## config.mk

```make
export PLATFORM = sky130hd
export DESIGN_NAME = debounce_edge
export DESIGN_NICKNAME = d
export VERILOG_FILES = /design/src/rtl/event_counter.sv /design/src/rtl/debounce_edge.sv
export SDC_FILE = /design/constraint.sdc
export NUM_CORES = 1
export LEC_CHECK = 0
export CORE_ASPECT_RATIO = 2
export CORE_MARGIN = 2
export CORE_UTILIZATION = 45
export CTS_CLUSTER_SIZE = 14
export DETAILED_ROUTE_END_ITERATION = 10
export GPL_TIMING_DRIVEN = 1
export PLACE_DENSITY_LB_ADDON = 0.25
export RECOVER_POWER = 25
export SLEW_MARGIN = 20
export SYNTH_ARGS = -nofsm -noshare
export SYNTH_HDL_FRONTEND = slang
export SYNTH_SLANG_ARGS = --single-unit
```

## constraint.sdc

```tcl
create_clock -name clock -period 2.43 [get_ports clock]
set_input_delay 0.6075 -clock clock [delete_from_list [all_inputs] [get_ports clock]]
set_output_delay 0.6075 -clock clock [all_outputs]
set_load 0.005 [all_outputs]
```

## src/rtl/event_counter.sv

```systemverilog
// event_counter: wrapping up-counter with synchronous clear and count enable.
// When clear and en coincide the clear wins first and the event is still
// counted, so the counter lands on 1 rather than 0.
//
// Ports:
//   clock    in   system clock, posedge
//   reset_n  in   asynchronous active-low reset
//   clear    in   synchronous clear, active high
//   en       in   count one event this cycle
//   count    out  EVT_W-bit running count, wraps at 2**EVT_W
module event_counter #(
  parameter int EVT_W = 8
) (
  input  logic             clock,
  input  logic             reset_n,
  input  logic             clear,
  input  logic             en,
  output logic [EVT_W-1:0] count
);

  always_ff @(posedge clock or negedge reset_n) begin
    if (!reset_n)   count <= '0;
    else if (clear) count <= en ? EVT_W'(1) : '0;
    else if (en)    count <= count + EVT_W'(1);
  end

endmodule

```

## src/rtl/debounce_edge.sv

```systemverilog
// debounce_edge: debounces an already-synchronised input. A new level is
// accepted only after STABLE_CYCLES consecutive identical samples; shorter
// excursions are dropped and flagged with a glitch strobe. Accepted edges
// produce one-cycle rise/fall strobes, and rising edges are counted.
//
// Ports:
//   clock      in   system clock, posedge
//   reset_n    in   asynchronous active-low reset
//   din        in   synchronised input
//   clear      in   synchronous clear of evt_count
//   level      out  debounced level
//   rise       out  one-cycle pulse on accepted 0->1
//   fall       out  one-cycle pulse on accepted 1->0
//   glitch     out  one-cycle pulse when a pending transition aborts
//   evt_count  out  count of accepted rising edges, wraps
module debounce_edge #(
  parameter int STABLE_CYCLES = 4,
  parameter int CNT_W         = 16,
  parameter int EVT_W         = 8,
  parameter int RESET_LEVEL   = 0
) (
  input  logic             clock,
  input  logic             reset_n,
  input  logic             din,
  input  logic             clear,
  output logic             level,
  output logic             rise,
  output logic             fall,
  output logic             glitch,
  output logic [EVT_W-1:0] evt_count
);

  if (STABLE_CYCLES < 2 || STABLE_CYCLES > 65535) begin : g_bad_stable
    $error("debounce_edge: STABLE_CYCLES must be in 2..65535");
  end
  if ((64'd1 << CNT_W) <= 64'(STABLE_CYCLES)) begin : g_bad_cnt_w
    $error("debounce_edge: CNT_W too narrow for STABLE_CYCLES");
  end

  localparam logic [1:0] S_LOW  = 2'd0;
  localparam logic [1:0] S_L2H  = 2'd1;
  localparam logic [1:0] S_HIGH = 2'd2;
  localparam logic [1:0] S_H2L  = 2'd3;

  localparam logic             RST_LVL   = (RESET_LEVEL != 0);
  localparam logic [1:0]       RST_STATE = RST_LVL ? S_HIGH : S_LOW;
  // cnt already holds the number of matching samples seen before this edge,
  // so the edge that sees cnt == LAST supplies the final required sample.
  localparam logic [CNT_W-1:0] LAST      = CNT_W'(STABLE_CYCLES - 1);

  logic [1:0]       state;
  logic [CNT_W-1:0] cnt;
  logic             accept_rise;

  always_ff @(posedge clock or negedge reset_n) begin
    if (!reset_n) begin
      state  <= RST_STATE;
      cnt    <= '0;
      level  <= RST_LVL;
      rise   <= 1'b0;
      fall   <= 1'b0;
      glitch <= 1'b0;
    end else begin
      rise   <= 1'b0;
      fall   <= 1'b0;
      glitch <= 1'b0;
      case (state)
        S_LOW: if (din) begin
          state <= S_L2H;
          cnt   <= CNT_W'(1);
        end
        S_L2H: if (!din) begin
          state  <= S_LOW;
          cnt    <= '0;
          glitch <= 1'b1;
        end else if (cnt == LAST) begin
          state <= S_HIGH;
          level <= 1'b1;
          rise  <= 1'b1;
          cnt   <= '0;
        end else begin
          cnt <= cnt + CNT_W'(1);
        end
        S_HIGH: if (!din) begin
          state <= S_H2L;
          cnt   <= CNT_W'(1);
        end
        S_H2L: if (din) begin
          state  <= S_HIGH;
          cnt    <= '0;
          glitch <= 1'b1;
        end else if (cnt == LAST) begin
          state <= S_LOW;
          level <= 1'b0;
          fall  <= 1'b1;
          cnt   <= '0;
        end else begin
          cnt <= cnt + CNT_W'(1);
        end
        default: begin
          state <= RST_STATE;
          cnt   <= '0;
        end
      endcase
    end
  end

  // Count on the accepting edge itself so evt_count moves with rise.
  assign accept_rise = (state == S_L2H) && din && (cnt == LAST);

  event_counter #(.EVT_W(EVT_W)) u_evt (
    .clock  (clock),
    .reset_n(reset_n),
    .clear  (clear),
    .en     (accept_rise),
    .count  (evt_count)
  );

endmodule
```

Yosys cells after proc, flatten, opt, wreduce, memory -nomap -nowiden
Index checks and enable logic that the tools add are counted.
{ "totals": {"ff_bits": 30} }
{ "op_classes": {"n_reduce_logical": 8, "eq_ne": 12, "muxes": 29, "n_addsub": 2} }
{ "ops": {"columns": ["operator", "n"], "rows": [
  ["$mux W16", 5],
  ["$pmux W16 S4", 1],
  ["$add A16 B1 Y16 const B", 1],
  ["$eq A16 B2 Y1 const B", 1],
  ["$mux W8", 2],
  ["$mux W1", 12],
  ["$mux W2", 6],
  ["$ne A2 B2 Y1 const B", 6],
  ["$add A8 B1 Y8 const B", 1],
  ["$pmux W2 S4", 1],
  ["$ne A3 B3 Y1 const B", 2],
  ["$reduce_and A5 Y1", 1],
  ["$eq A2 B2 Y1 const B", 2],
  ["$pmux W1 S2", 2],
  ["$reduce_and A4 Y1", 1],
  ["$reduce_bool A2 Y1", 2],
  ["$eq A2 B1 Y1 const B", 1],
  ["$logic_and A1 B1 Y1", 2],
  ["$logic_not A2 Y1", 1],
  ["$reduce_and A2 Y1", 1]
]} }

Logic depth before layout (Yosys ltp)
Gate-level depths: netlist of run 1.
{ "logic_depth": {"ltp_word": 5, "ltp_mapped": 8, "ltp_nobuf": 6} }

Cells and area by module
A second synthesis of run 1 with hierarchy kept.
{ "hier_totals": {"cells_unflattened": 166, "hier_area_um2": 1636.6} }
{ "by_module_without_submodules": {"columns": ["module", "area_per_inst_um2", "instances", "cells_per_inst", "seq_area_each_um2"], "rows": [
  ["debounce_edge", 1237.4, 1, 129, 550.5],
  ["event_counter", 399.1, 1, 37, 200.2]
]} }

Worst setup path after synthesis of run 1
No wires, ideal clock.
{ "synth_path": {"kind": "flip-flop to flip-flop", "from": "reg cnt[0]", "to": "reg with a tool-made name", "setup_time_ns": 0.125, "arrival_time_ns": 1.777, "required_time_ns": 2.305, "path_slack_ns": 0.528, "stages_incl_launch_ff": 9, "path_buffers": 2, "cell_sequence": "dfrtp_1 ha_1 nor4b_1 and4_1 buf_6 or2_1 buf_6 nand2_1 mux2_2"} }
{ "synth_rtl": {"columns": ["item", "line", "source"], "rows": [
  ["from (decl)", "debounce_edge.sv:52", "logic [CNT_W-1:0] cnt;"],
  ["from (signal assigned)", "debounce_edge.sv:82", "cnt <= cnt + CNT_W'(1);"],
  ["from (signal assigned)", "debounce_edge.sv:98", "cnt <= cnt + CNT_W'(1);"]
]} }

Worst setup path after layout of run 1
{ "layout_path": {"from": "reg cnt[0]", "to": "reg cnt[14]"} }
{ "layout_between": {"elab_chain_len": 4, "word_cells_on_any_way": 6, "cone_classes": "add/sub (1); eq/ne (1); mux (4)"} }
{ "layout_lines": {"columns": ["item", "line", "source"], "rows": [
  ["$add A16 B1 Y16 / $eq A16 B2 Y1 (equally long branches)", null, null],
  ["$mux W16 (*)", "debounce_edge.sv:76, debounce_edge.sv:92", null],
  ["$mux W16, on equally long branches", "debounce_edge.sv:88, debounce_edge.sv:72", null],
  ["$pmux W16 S4 (*)", "debounce_edge.sv:67", "case (state)"]
]} }
Every way passes the cells marked *; elsewhere a longest branch is shown, timed or not.
A chain may end at the register's enable or synchronous reset.

==> run metrics, run 1 <==
status completed; count of state elements after synthesis 30; sw power 0.5610 mW; clock root buffer clkbuf_8; Fin. Hold Viols 0; diode count 0; H-tree levels 2; top post-synthesis cells by count dfrtp_1, nand2_1, nor2_1; Sw Ratio 36.63%; Peak VDD IR 567.2 µV; max-cap viol count 0; final count of negative-setup-slack endpoints 0; total track usage 20.91%; dominant cell type by area after synthesis dfrtp_1; RSZ-0062 raised after global routing no; register area 750.7 µm²; simple-gate share of the synthesized area 23.91%; sequential area share after synthesis 48.62%; # resized after CTS 0; initial DRC count 33; Comb power frac 29.9%; XOR/XNOR share of the synthesized area 5.105%; Worst Path Buf+Inv 1; top cell type's share of synthesized area 48.62%; Worst EP required 2.60 ns; Ports 16; ys flop type dfrtp_1; Hold Buf Count CTS 0; Crit path depth 7; fin. max-slew vios 0; number of buffers created by CTS 5; clock tree buffer depth 2; most frequent cell after synthesis dfrtp_1; Clock transition at path regs 0.06 ns; WL/cell 16.84 µm; Hold/Removal Path Class flop to flop; Slowest cell on crit path dfrtp_1; die width 45.42 µm; Mapped Nets 169; number of flops mapped to enable cells by yosys 0; CP Cell Sequence ha_1 -> nor4b_1 -> and4_1 -> nor2_1 -> buf_4 -> and3_1 -> a211o_1; Syn. warnings 0; cell family with most CP delay simple AND/OR/NAND/NOR gates; post-DR vias/cell 6.178; dominant cells by area after synthesis dfrtp_1, a31oi_1, xor2_1; clk sinks 30; Synth Area in Compound Gates 13.78%; core area 3341 µm²; Layout Cells excl Fill 213; Least-Margin Pin Slew 0.7764 ns; Pint 0.9706 mW; grt ovf 0; synthesized instance count 163; power density cells 851.2 nW/µm²; fmax 474.1 MHz; detailed placement HPWL 2567 µm; Buffers on Ports 15; die height 86.84 µm; Routed Antenna Nets 0; clk_lat worst skew 0.28 ns; Post-Syn Area 1544 µm²; Clock Skews 0.006233 ns; Placed Cells incl. Taps 205; sequential share of power 42.5%; TNS Setup 0 ns; GP Congestion 0.7422; Pre-antenna DRT Iters 4; Worst Setup End Kind flop; Worst Path Max Fanout 21; Hold Path Depth 1; vias after detailed routing 1316; Mapped Avg Cell Area 9.472 µm²; async set-reset flop share out of synthesis 100.0%; P_leak 0.8065 nW; count of cell types in the netlist 36; fill count 299; largest net degree at the start of global routing 31; Final #Nets 186; largest family of logic cells by synthesized area simple AND/OR/NAND/NOR gates; CP peak stage delay 0.44 ns; FF-to-FF path depth 7; WP data arrival 2.28 ns; vias in the first global route 1301; row count 30; Adder-Cell Fraction of Synth Area 1.621%; Post-CTS Repair Setup Buffers 0; Initial Util 46.22%; initial antenna violation count 0; Crit Path Category flop to flop; Slew HR 48.24%; Clock power frac 27.6%; routed wire length 3587 µm; Multi-input gate area 716.9 µm²; post-synthesis mux area share 2.026%; Min Clock Period, post-route 2.109 ns; share of layout cells above drive strength 1 8.287%; CP Launch Type flop; Residual DRC 0; CTS tree yes; Area Overhead vs Synth 16.53%; die area 3944 µm²; final worst-path cycle share 86.80%; first-pass GRT wire length 5947 µm
final cells by class:
class / instances / share of cell area, %
inverters: 3 / 0.6259
repair buffers: 20 / 10.29
well taps: 32 / 2.225
multi-input cells: 120 / 39.85
flip-flops and latches: 30 / 41.72
clock inverters: 2 / 0.6954
clock buffers: 6 / 4.590
per-layer routing:
layer	part of all wire [%]	vias to the layer above	global-route usage [%]
met5	0	-	0
met4	3.4	0	9.091
met3	3.2	12	4.375
met2	57	31	38.03
met1	36	648	21.37
li1	-	625	-
cell families (layout without fill, tap and decap cells):
logic type,count (synthesis),in the layout
xor+xnor,9,9
mux,3,3
compound gates,35,35
flops,30,30
fa+ha+maj,2,2
buf+inv,13,31
simple gates,71,71
per-stage QoR:
| stage | cell area [µm²] | hold WS (ns) | setup WS [ns] | util [%] | power [mW] |
|---|---|---|---|---|---|
| 6_report | 1799 | 0.5167 | 0.3208 | 53.86 | 1.532 |
| 5_1_grt | 1799 | 0.5231 | 0.1789 | 53.86 | 1.626 |
| 4_1_cts | 1802 | 0.5136 | 0.3114 | 53.93 | 1.538 |
| 3_5_place_dp | 1707 | 0.4996 | 0.1431 | 51.09 | 1.110 |
| 3_3_place_gp | 1707 | 0.4940 | 0.1950 | 51.09 | 1.094 |
| 2_1_floorplan | 1544 | 0.3119 | 0.5285 | - | 0.9837 |
flip-flops by register name (all words and copies together), names as in the netlist, named ones only:
signal / flops
fall: 1
rise: 1
state: 1
cnt: 16
u_evt.count: 8
glitch: 1
level: 1
power by group through the flow:
stage                     Combinational, mW  Sequential (mW)  Clock, mW
final                                 0.458            0.650      0.423
after global routing                  0.507            0.663      0.456
after CTS                             0.458            0.649      0.431
after detailed placement              0.454            0.656          0
after global placement                0.441            0.652          0
after floorplan                       0.366            0.618          0
placed cells by master, fill, tap and decap left out, drive strengths merged, types with 2 or more instances in the layout:
master,instances
nor4,2
mux2i,2
and3,8
clkdlybuf4s50,14
dfrtp,30
nand2,14
or2,2
o21a,2
ha,2
nand3,7
clkbuf,7
xnor2,2
a31oi,12
xor2,7
or3,2
a22o,2
inv,3
nand4,9
nor2,14
a21oi,9
and4,2
buf,4
nor3,5
o21ai,7
path summary, 6_finish.rpt:
| check | from | slack, ns | end |
|---|---|---|---|
| worst max-delay path | cnt[0]$_DFFE_PN0P_ | 0.32 | cnt[14]$_DFFE_PN0P_ |
| worst min-delay path | cnt[9]$_DFFE_PN0P_ | 0.52 | cnt[9]$_DFFE_PN0P_ |
| worst max register to register | cnt[0]$_DFFE_PN0P_ | 0.32 | cnt[14]$_DFFE_PN0P_ |
| worst min register to register | cnt[9]$_DFFE_PN0P_ | 0.52 | cnt[9]$_DFFE_PN0P_ |
| max in group asynchronous | reset_n | 1.00 | cnt[6]$_DFFE_PN0P_ |
| min in group asynchronous | reset_n | 0.93 | cnt[13]$_DFFE_PN0P_ |
Power figures use the tool's default switching activity.
==> inputs of run 2 (changes only) <==
CTS_CLUSTER_DIAMETER = 30   (was not set)
==> results of run 2 <==
Same layout as run 1: the final DEF is identical, and so are final timing and power.
